File: config.mk
export PLATFORM = sky130hd
export DESIGN_NAME = sha256_round_driver_flat
export DESIGN_NICKNAME = d
export VERILOG_FILES = /design/src/rtl/sha256_round_driver_if.sv /design/src/rtl/sha256_round_driver.sv /design/src/flat_wrapper.sv
export SDC_FILE = /design/constraint.sdc
export NUM_CORES = 2
export LEC_CHECK = 0
export ABC_AREA = 1
export CELL_PAD_IN_SITES_DETAIL_PLACEMENT = 0
export CELL_PAD_IN_SITES_GLOBAL_PLACEMENT = 1
export CORE_UTILIZATION = 42
export DETAILED_ROUTE_END_ITERATION = 12
export PLACE_DENSITY = 0.83
export SLEW_MARGIN = 0
export SYNTH_ARGS = -nofsm -noshare
export SYNTH_HDL_FRONTEND = slang
export SYNTH_SLANG_ARGS = --single-unit
File: constraint.sdc
create_clock -name clk -period 8.3 [get_ports clk]
set_input_delay 0.83 -clock clk [delete_from_list [all_inputs] [get_ports clk]]
set_output_delay 0.83 -clock clk [all_outputs]
set_load 0.01 [all_outputs]
File: src/rtl/sha256_round_driver_if.sv
// Mode encoding shared by the driver and the round datapath, plus the bundle
// of handshake and datapath signals between the driver, its message source,
// the round datapath and the digest consumer.
package sha;
  typedef enum logic [1:0] {
    sha224 = 2'd0,
    sha256 = 2'd1,
    sha384 = 2'd2,
    sha512 = 2'd3
  } mode_t;
endpackage

interface sha256_round_driver_if;
  logic           start;
  logic           init;
  sha::mode_t     mode;
  logic           err;
  logic           busy;
  logic           msg_valid;
  logic           msg_ready;
  logic [31:0]    msg_data;
  sha::mode_t     ml_mode;
  logic           ml_enable;
  logic [31:0]    ml_w;
  logic [31:0]    ml_k;
  logic [255:0]   ml_raw;
  logic [255:0]   ml_ripe;
  logic           digest_valid;
  logic           digest_ready;
  logic [255:0]   digest;

  // Driver side
  modport master (
    input  start, init, mode, msg_valid, msg_data, ml_ripe, digest_ready,
    output err, busy, msg_ready, ml_mode, ml_enable, ml_w, ml_k, ml_raw,
           digest_valid, digest
  );

  // Environment side (message source, round datapath, digest sink)
  modport slave (
    output start, init, mode, msg_valid, msg_data, ml_ripe, digest_ready,
    input  err, busy, msg_ready, ml_mode, ml_enable, ml_w, ml_k, ml_raw,
           digest_valid, digest
  );
endinterface

File: src/rtl/sha256_round_driver.sv
// SHA-224/SHA-256 round driver: collects a 16-word block, sequences 64
// single-cycle rounds through an external round datapath using a circular
// message schedule, folds the result into the chaining state and presents
// the digest.
module sha256_round_driver (
  input  logic                   clk,
  input  logic                   rstn,
  sha256_round_driver_if.master  bus
);

  typedef enum logic [2:0] {IDLE, LOAD, ROUND, FINAL, OUT} state_t;

  localparam logic [31:0] K_ROM [64] = '{
    32'h428a2f98, 32'h71374491, 32'hb5c0fbcf, 32'he9b5dba5, 32'h3956c25b, 32'h59f111f1, 32'h923f82a4, 32'hab1c5ed5,
    32'hd807aa98, 32'h12835b01, 32'h243185be, 32'h550c7dc3, 32'h72be5d74, 32'h80deb1fe, 32'h9bdc06a7, 32'hc19bf174,
    32'he49b69c1, 32'hefbe4786, 32'h0fc19dc6, 32'h240ca1cc, 32'h2de92c6f, 32'h4a7484aa, 32'h5cb0a9dc, 32'h76f988da,
    32'h983e5152, 32'ha831c66d, 32'hb00327c8, 32'hbf597fc7, 32'hc6e00bf3, 32'hd5a79147, 32'h06ca6351, 32'h14292967,
    32'h27b70a85, 32'h2e1b2138, 32'h4d2c6dfc, 32'h53380d13, 32'h650a7354, 32'h766a0abb, 32'h81c2c92e, 32'h92722c85,
    32'ha2bfe8a1, 32'ha81a664b, 32'hc24b8b70, 32'hc76c51a3, 32'hd192e819, 32'hd6990624, 32'hf40e3585, 32'h106aa070,
    32'h19a4c116, 32'h1e376c08, 32'h2748774c, 32'h34b0bcb5, 32'h391c0cb3, 32'h4ed8aa4a, 32'h5b9cca4f, 32'h682e6ff3,
    32'h748f82ee, 32'h78a5636f, 32'h84c87814, 32'h8cc70208, 32'h90befffa, 32'ha4506ceb, 32'hbef9a3f7, 32'hc67178f2
  };

  localparam logic [31:0] IV256 [8] = '{
    32'h6a09e667, 32'hbb67ae85, 32'h3c6ef372, 32'ha54ff53a,
    32'h510e527f, 32'h9b05688c, 32'h1f83d9ab, 32'h5be0cd19
  };

  localparam logic [31:0] IV224 [8] = '{
    32'hc1059ed8, 32'h367cd507, 32'h3070dd17, 32'hf70e5939,
    32'hffc00b31, 32'h68581511, 32'h64f98fa7, 32'hbefa4fa4
  };

  state_t       state;
  logic [5:0]   t;            // word index in LOAD, round index in ROUND
  logic [31:0]  h [8];
  logic [31:0]  msg_buf [16];
  sha::mode_t   mode_q;
  logic         err_q;
  logic         busy_q;
  logic         ready_q;
  logic         enable_q;
  logic         dvalid_q;
  logic [3:0]   ti;
  logic [31:0]  w_cur;
  logic [255:0] h_flat;

  function automatic logic [31:0] sig0(input logic [31:0] x);
    return {x[6:0], x[31:7]} ^ {x[17:0], x[31:18]} ^ {3'b000, x[31:3]};
  endfunction

  function automatic logic [31:0] sig1(input logic [31:0] x);
    return {x[16:0], x[31:17]} ^ {x[18:0], x[31:19]} ^ {10'b0, x[31:10]};
  endfunction

  assign ti = t[3:0];

  // W_t: raw block word for the first 16 rounds, schedule expansion after
  always_comb begin
    w_cur = msg_buf[ti];
    if (t[5:4] != 2'b00) begin
      w_cur = sig1(msg_buf[ti + 4'd14]) + msg_buf[ti + 4'd9]
            + sig0(msg_buf[ti + 4'd1]) + msg_buf[ti];
    end
  end

  // Flatten H with H0 in the most significant lane
  always_comb begin
    h_flat = '0;
    for (int i = 0; i < 8; i++) h_flat[32*(7-i) +: 32] = h[i];
  end

  assign bus.err          = err_q;
  assign bus.busy         = busy_q;
  assign bus.msg_ready    = ready_q;
  assign bus.ml_mode      = mode_q;
  assign bus.ml_enable    = enable_q;
  assign bus.digest_valid = dvalid_q;
  assign bus.ml_w         = (state == ROUND) ? w_cur : 32'h0;
  assign bus.ml_k         = (state == ROUND) ? K_ROM[t] : 32'h0;
  assign bus.ml_raw       = (state == ROUND && t != 6'd0) ? bus.ml_ripe : h_flat;
  assign bus.digest       = {h_flat[255:32], (mode_q == sha::sha224) ? 32'h0 : h_flat[31:0]};

  // Block sequencer: IDLE -> LOAD -> ROUND -> FINAL -> OUT -> IDLE
  always_ff @(posedge clk) begin
    if (!rstn) begin
      state    <= IDLE;
      t        <= '0;
      mode_q   <= sha::sha256;
      err_q    <= 1'b0;
      busy_q   <= 1'b0;
      ready_q  <= 1'b0;
      enable_q <= 1'b0;
      dvalid_q <= 1'b0;
      for (int i = 0; i < 8; i++)  h[i]       <= '0;
      for (int i = 0; i < 16; i++) msg_buf[i] <= '0;
    end else begin
      err_q <= 1'b0;
      case (state)
        IDLE: begin
          if (bus.start) begin
            if (bus.mode == sha::sha224 || bus.mode == sha::sha256) begin
              mode_q <= bus.mode;
              if (bus.init) begin
                for (int i = 0; i < 8; i++)
                  h[i] <= (bus.mode == sha::sha224) ? IV224[i] : IV256[i];
              end
              t       <= '0;
              busy_q  <= 1'b1;
              ready_q <= 1'b1;
              state   <= LOAD;
            end else begin
              err_q <= 1'b1;
            end
          end
        end
        LOAD: begin
          if (bus.msg_valid) begin
            msg_buf[ti] <= bus.msg_data;
            if (t == 6'd15) begin
              t        <= '0;
              ready_q  <= 1'b0;
              enable_q <= 1'b1;
              state    <= ROUND;
            end else begin
              t <= t + 6'd1;
            end
          end
        end
        ROUND: begin
          // Rounds 0..15 rewrite the word already held; later rounds retire W_{t-16}
          msg_buf[ti] <= w_cur;
          if (t == 6'd63) begin
            t        <= '0;
            enable_q <= 1'b0;
            state    <= FINAL;
          end else begin
            t <= t + 6'd1;
          end
        end
        FINAL: begin
          for (int i = 0; i < 8; i++) h[i] <= h[i] + bus.ml_ripe[32*(7-i) +: 32];
          dvalid_q <= 1'b1;
          state    <= OUT;
        end
        OUT: begin
          if (bus.digest_ready) begin
            dvalid_q <= 1'b0;
            busy_q   <= 1'b0;
            state    <= IDLE;
          end
        end
        default: state <= IDLE;
      endcase
    end
  end

endmodule

File: src/flat_wrapper.sv
// flat-port wrapper written by rule: the top's interface ports become plain ports
module sha256_round_driver_flat 
  (clk, rstn, bus_start, bus_init, bus_mode, bus_msg_valid, bus_msg_data, bus_ml_ripe, bus_digest_ready, bus_err, bus_busy, bus_msg_ready, bus_ml_mode, bus_ml_enable, bus_ml_w, bus_ml_k, bus_ml_raw, bus_digest_valid, bus_digest);
  sha256_round_driver_if bus_i ();
  input  logic clk;
  input  logic rstn;
  input wire logic [$bits(bus_i.start)-1:0] bus_start;
  input wire logic [$bits(bus_i.init)-1:0] bus_init;
  input wire logic [$bits(bus_i.mode)-1:0] bus_mode;
  input wire logic [$bits(bus_i.msg_valid)-1:0] bus_msg_valid;
  input wire logic [$bits(bus_i.msg_data)-1:0] bus_msg_data;
  input wire logic [$bits(bus_i.ml_ripe)-1:0] bus_ml_ripe;
  input wire logic [$bits(bus_i.digest_ready)-1:0] bus_digest_ready;
  output wire logic [$bits(bus_i.err)-1:0] bus_err;
  output wire logic [$bits(bus_i.busy)-1:0] bus_busy;
  output wire logic [$bits(bus_i.msg_ready)-1:0] bus_msg_ready;
  output wire logic [$bits(bus_i.ml_mode)-1:0] bus_ml_mode;
  output wire logic [$bits(bus_i.ml_enable)-1:0] bus_ml_enable;
  output wire logic [$bits(bus_i.ml_w)-1:0] bus_ml_w;
  output wire logic [$bits(bus_i.ml_k)-1:0] bus_ml_k;
  output wire logic [$bits(bus_i.ml_raw)-1:0] bus_ml_raw;
  output wire logic [$bits(bus_i.digest_valid)-1:0] bus_digest_valid;
  output wire logic [$bits(bus_i.digest)-1:0] bus_digest;
  assign bus_i.start = bus_start;
  assign bus_i.init = bus_init;
  assign bus_i.mode = bus_mode;
  assign bus_i.msg_valid = bus_msg_valid;
  assign bus_i.msg_data = bus_msg_data;
  assign bus_i.ml_ripe = bus_ml_ripe;
  assign bus_i.digest_ready = bus_digest_ready;
  assign bus_err = bus_i.err;
  assign bus_busy = bus_i.busy;
  assign bus_msg_ready = bus_i.msg_ready;
  assign bus_ml_mode = bus_i.ml_mode;
  assign bus_ml_enable = bus_i.ml_enable;
  assign bus_ml_w = bus_i.ml_w;
  assign bus_ml_k = bus_i.ml_k;
  assign bus_ml_raw = bus_i.ml_raw;
  assign bus_digest_valid = bus_i.digest_valid;
  assign bus_digest = bus_i.digest;
  sha256_round_driver u_core (.clk(clk), .rstn(rstn), .bus(bus_i));
endmodule
# Yosys cells after proc, flatten, opt, wreduce, memory -nomap -nowiden
# Memory sizes are Yosys's and may differ from the RTL's. A register that Yosys moved wholly into a read port is not among the register bits.
# Index checks and enable logic that the tools add are counted.
# W data, S select, Z words.
[classes]
n_addsub = 15
n_mul = 0
n_div = 0
magnitude_cmp = 1
n_eq_ne = 13
shifts = 0
n_mux = 80
n_bitwise = 22
reduce_logical = 21
[ops]
columns = ["cell", "count"]
rows = [
  ["$mux W32", 29],
  ["$add A32 B32 Y32", 11],
  ["$mux W256", 1],
  ["$xor A32 B32 Y32", 2],
  ["$mux W31", 2],
  ["$reduce_or A32 Y1", 1],
  ["$xor A32 B22 Y32", 1],
  ["$xor A32 B29 Y32", 1],
  ["$mux W6", 5],
  ["$mux W28", 1],
  ["$mux W1", 27],
  ["$mux W3", 6],
  ["$pmux W6 S3", 1],
  ["$or A1 B1 Y1", 17],
  ["$pmux W3 S5", 1],
  ["$mux W4", 3],
  ["$reduce_and A4 Y1", 3],
  ["$reduce_bool A2 Y1", 5],
  ["$add A4 B4 Y4 const B", 2],
  ["$ne A2 B2 Y1 const B", 4],
  ["$pmux W1 S2", 4],
  ["$ge A7 B7 Y1 const B", 1],
  ["$not A6 Y7", 1],
  ["$add A6 B1 Y6 const B", 1],
  ["18 further kinds", 22],
]
[word_totals]
register_bits = 16
latchBits = 0
ram_bits = 768
rom_bits = 2048
in_bits = 296
elab_cells = 163
memories = 3
[mem_list]
columns = ["memory", "words", "word_bits", "rd", "rd_ports_with_merged_regs", "wr", "line_no", "source"]
rows = [
  ["(name not given)", 64, 32, 1, 0, 0, "sha256_round_driver.sv:80", "assign bus.ml_k = (state == ROUND) ? K_ROM[t] : 32'h0;"],
  ["u_core.msg_buf", 16, 32, 4, 1, 16, "sha256_round_driver.sv:37", "logic [31:0] msg_buf [16];"],
  ["u_core.h", 8, 32, 8, 0, 8, "sha256_round_driver.sv:36", "logic [31:0] h [8];"],
]

# Depth between registers and ports, before layout
# An unclocked memory read counts as a cell.
[depth]
ltp_word = 10
mapped_depth = 40
mapped_depth_nobuf = 31

# Worst setup path before layout
# No wires, ideal clock.
[synth_timing]
kind = "register -> output"
startpoint = "reg u_core.t[0]"
endpoint = "out bus_ml_w[27]"
t_arrival_ns = 6.080
required_ns = 7.470
setup_slack_ns = 1.390
path_stages_with_launch = 37
cell_sequence = "dfxtp_1 > inv_2 > buf_6 > buf_6 > buf_6 > buf_2 > buf_2 > ha_1 > inv_2 > buf_2 > buf_2 > clkbuf_1 > a21oi_1 > o21ai_0 > nand3_1 > nand3_1 > o21ai_1 > xnor2_1 > xnor2_1 > fa_1 > inv_1 > fa_1 > inv_1 > ha_1 > inv_1 > fa_1 > o21ai_1 > a21oi_2 > o21ai_2 > a21oi_1 > o21bai_1 > nand2_1 > nand2_1 > nand2_1 > nand3_1 > nand2_1 > nor2_1"
[synth_between]
elab_chain_cells = 9
[synth_rtl]
columns = ["item", "line_no", "source"]
rows = [
  ["start: declaration", "sha256_round_driver.sv:35", "logic [5:0] t;"],
  ["start signal: assignment", "sha256_round_driver.sv:126", "t <= t + 6'd1;"],
  ["start signal: assignment", "sha256_round_driver.sv:138", "t <= t + 6'd1;"],
  ["$add A4 B4 Y4", "sha256_round_driver.sv:62", "w_cur = sig1(msg_buf[ti + 4'd14]) + msg_buf[ti + 4'd9]"],
  ["$mem_v2 Z16 W32 *", "--", ""],
  ["$xor A32 B32 Y32", "sha256_round_driver.sv:53", "return {x[16:0], x[31:17]} ^ {x[18:0], x[31:19]} ^ {10'b0, x[31:10]};"],
  ["$xor A32 B22 Y32", "sha256_round_driver.sv:53", ""],
  ["$add A32 B32 Y32", "sha256_round_driver.sv:62", ""],
  ["$add A32 B32 Y32 * (2 in series)", "sha256_round_driver.sv:63", "+ sig0(msg_buf[ti + 4'd1]) + msg_buf[ti];"],
  ["$mux W32 *", "sha256_round_driver.sv:61", "if (t[5:4] != 2'b00) begin"],
  ["$mux W32 *", "sha256_round_driver.sv:79", "assign bus.ml_w = (state == ROUND) ? w_cur : 32'h0;"],
  ["end: declaration", "flat_wrapper.sv:19", "output wire logic [$bits(bus_i.ml_w)-1:0] bus_ml_w;"],
]
# Mark *: on every way between the ends. The rest lies on a longest branch, timed or not.

# Final worst setup path
[layout_timing]
startpoint = "reg u_core.t[0]"
endpoint = "out bus_ml_w[17]"
# The elaborated chain is that of the path after synthesis.

==> flow_metrics.env <==
export IMPL_outcome="finished clean"
export IMPL_grt_pass1_wl_mm=521.2
export IMPL_crit_cells=27
export IMPL_die_area_um2=163100
export IMPL_grt_pass1_vias=67920
export IMPL_setup_worst_path_start="u_core.t[0]$_SDFFE_PN0P_"
export IMPL_synth_top_area_share_pct=33.38
export IMPL_start_util_pct=42.30
export IMPL_ys_seq_area_share_pct=34.38
export IMPL_clock_latency_ns=0.76
export IMPL_ys_types=67
export IMPL_crit_fanout=11
export IMPL_cpMostUsedCell="inv_1"
export IMPL_setup_viol=0
export IMPL_path_buf_inv=9
export IMPL_synthCells=8894
export IMPL_finClkSkew_ns=0.04101
export IMPL_fin_crit_sh_pct=98.97
export IMPL_drtPass1Iterations=7
export IMPL_drc=0
export IMPL_track_usage_pct=45.14
export IMPL_p_leak_nw=33.36
export IMPL_area_growth_pct=19.62
export IMPL_max_clock_freq_mhz=121.7
export IMPL_coreArea_um2=160400
export IMPL_reg2reg_from="u_core.t[1]$_SDFFE_PN0P_"
export IMPL_wl_per_cell_um=33.04
export IMPL_cp_top_family="adder cells"
export IMPL_via_per_inst=6.306
export IMPL_grt_start_max_net_pins=183
export IMPL_syn_num_nets=9558
export IMPL_vias=73220
export IMPL_cpPeakStageDelay_ns=0.61
export IMPL_start_kind="flop"
export IMPL_p_per_area_nw_per_um2=520.1
export IMPL_cap_violations=0
export IMPL_yosys_top_cells_area="edfxtp_1, a21oi_1, nand2_1"
export IMPL_rows=147
export IMPL_setup_slack_ns=0.08581
export IMPL_required_ns=7.47
export IMPL_drive_gt1_share_pct=8.050
export IMPL_r2r_cells=19
export IMPL_hold_path_class="reg -> reg"
export IMPL_ys_ff_latch=788
export IMPL_power_total_mw=42.20
export IMPL_die_h_um=403.9
export IMPL_numCtsBuffers=98
export IMPL_nNetsFinal=9971
export IMPL_synth_top_cell_by_area="edfxtp_1"
export IMPL_mappedNetlistArea_um2=67840
export IMPL_clk_pin_slew_ns=0.06
export IMPL_cts_tree="yes"
export IMPL_peakVddDrop_v=0.0008741
export IMPL_endpoint_kind="primary output"
export IMPL_antenna_found_initial=80
export IMPL_cts_htree_levels=3
export IMPL_root_buffer="clkbuf_16"
export IMPL_pre_cts_ws_ns=0.1936
export IMPL_postRouteAntennaNets=0
export IMPL_pin_count=879
export IMPL_worstMarginPinSlew_ns=1.253
export IMPL_crit_end="bus_ml_w[17]"
export IMPL_async_reset_ff_share_pct=0
export IMPL_syn_area_per_cell_um2=7.627
export IMPL_ys_flop_type="edfxtp_1"
export IMPL_dp_hpwl_mm=274.6
export IMPL_rrSetupSlack_ns=0.90
export IMPL_wl_mm=383.7
export IMPL_cts_sinks=788
export IMPL_period_minus_slack_ns=8.214
export IMPL_global_route_overflow_total=0
export IMPL_yosys_warnings=0
export IMPL_io_buffer_count=878
export IMPL_routabilityCongestion=1.112
export IMPL_critPathKind="reg -> out"
export IMPL_first_iter_violations=10920
export IMPL_synth_edf_count=754
export IMPL_die_w_um=403.9
export IMPL_final_util_pct=50.60
export IMPL_reg2reg_to="u_core.msg_buf[12][4]$_SDFFCE_PN0P_"
export IMPL_slew_viol_final=0
export IMPL_max_slew_margin_pct=15.62
export IMPL_final_hold_violation_count=0
export IMPL_critPathSlowestCell="clkdlybuf4s50_1"
export IMPL_arrival_ns=7.38
export IMPL_clock_path_buffers=3
[layer usage]
layer  global-route usage, %  routed length (um)
met1                   52.78              135200
met2                   66.95              161200
met5                   1.784                 595
met4                   33.01               33570
met3                   17.46               53070
[synth_stat cells (all sizes together), types with 33 or more instances]
master / number
nand2: 1291
a21oi: 1102
o21ai: 1017
inv: 986
nor2: 896
edfxtp: 754
buf: 524
nand3: 517
ha: 298
mux2: 220
clkbuf: 216
xor2: 129
o22ai: 123
o211ai: 101
xnor2: 76
fa: 70
a221oi: 63
nor3: 56
o21a: 43
a21o: 37
a31oi: 36
dfxtp: 34
nand4: 33
[logic make-up (layout without fill, tap and decap cells)]
kind of cell,count (synthesis),in the layout,share of synthesized area [%]
XOR/XNOR,205,205,2.647
buffers and inverters,1727,2224,11.55
adder cells (fa/ha/maj),368,368,7.562
multiplexers,235,235,3.938
other,0,60,0
AO/OA/AOI/OAI,2715,2715,22.57
AND/OR/NAND/NOR,2856,2856,17.35
flip-flops,788,788,34.38
[cell type report]
type                    count  area (um2)
clock inverters            71       984.7
flip-flops and latches    788       23340
diodes                     60       150.1
repair buffers           1052       10540
multi-input cells        6379       37130
repair inverters            1       8.758
clock buffers             113        2539
fillers                 15540       79240
inverters                 987        3752
well taps                2160        2703
[through the flow]
step                       TNS (ns)  std cells  hold WS [ns]  cell area (um2)
after floorplan                   0       8894        0.4721            67840
after detailed placement          0      11360        0.4545            77050
after global placement            0      11360        0.4609            77050
after global routing      -0.006535      11600        0.5200            81110
final                             0      11610        0.4704            81150
after CTS                  -0.07814      11540        0.4676            80700
[worst register-to-register path, delay by kind of cell (launching register included)]
| kind | cells | cell delay, ns |
|---|---|---|
| AO/OA/AOI/OAI | 4 | 2.58 |
| XOR/XNOR | 2 | 0.43 |
| adder cells (fa/ha/maj) | 4 | 1.64 |
| buffers and inverters | 6 | 1.42 |
| flip-flops | 1 | 0.35 |
| AND/OR/NAND/NOR | 3 | 0.67 |
[flip-flops by register name, indices dropped and copies added (netlist names), named ones only]
name                     flops
u_core.bus.err               1
u_core.bus.busy              1
u_core.bus.digest_valid      1
u_core.bus.ml_enable         1
u_core.msg_buf             512
u_core.t                     6
u_core.bus.msg_ready         1
u_core.state                 3
u_core.h                   256
u_core.bus.ml_mode           2
[repair_timing]
action | CTS | global route
setup endpoints to repair | 24 | 23
pin swaps | 0 | 4
setup buffers | 1 | 5
resized for setup | 20 | 57
gates cloned | 1 | 2
hold buffers | 0 | 0
[worst min-delay path by stage]
stage / startpoint / to / slack (ns) / depth (start not counted)
floorplan: u_core.bus.ml_mode[1]$_SDFFE_PN0P_ / u_core.bus.ml_mode[1]$_SDFFE_PN0P_ / 0.47 / 2
global placement: u_core.bus.ml_mode[1]$_SDFFE_PN0P_ / u_core.bus.ml_mode[1]$_SDFFE_PN0P_ / 0.46 / 2
detailed placement: u_core.bus.ml_mode[1]$_SDFFE_PN0P_ / u_core.bus.ml_mode[1]$_SDFFE_PN0P_ / 0.45 / 2
CTS: u_core.bus.ml_mode[1]$_SDFFE_PN0P_ / u_core.bus.ml_mode[1]$_SDFFE_PN0P_ / 0.47 / 2
global route: u_core.bus.busy$_SDFFE_PN0P_ / u_core.bus.busy$_SDFFE_PN0P_ / 0.52 / 2
finish: u_core.bus.ml_mode[1]$_SDFFE_PN0P_ / u_core.bus.ml_mode[1]$_SDFFE_PN0P_ / 0.47 / 2
[power by group]
group / total [mW] / internal, mW / switching, mW
Clock: 4.87 / 2.88 / 1.99
Combinational: 31.9 / 10.7 / 21.2
Sequential: 5.43 / 4.88 / 0.549
[cell usage in the layout (no fill, tap or decap), types with 50 or more instances in the layout]
cell type,n
a21oi_1,1070
a221oi_1,63
buf_4,134
clkbuf_16,99
clkdlybuf4s50_1,877
diode_2,60
edfxtp_1,754
fa_1,70
ha_1,293
inv_1,965
mux2_2,220
nand2_1,1242
nand3_1,509
nor2_1,886
nor3_1,56
o211ai_1,101
o21ai_0,934
o21ai_1,50
o22ai_1,123
xnor2_1,76
xor2_1,126
No activity file was read; power rests on OpenSTA's default activity.
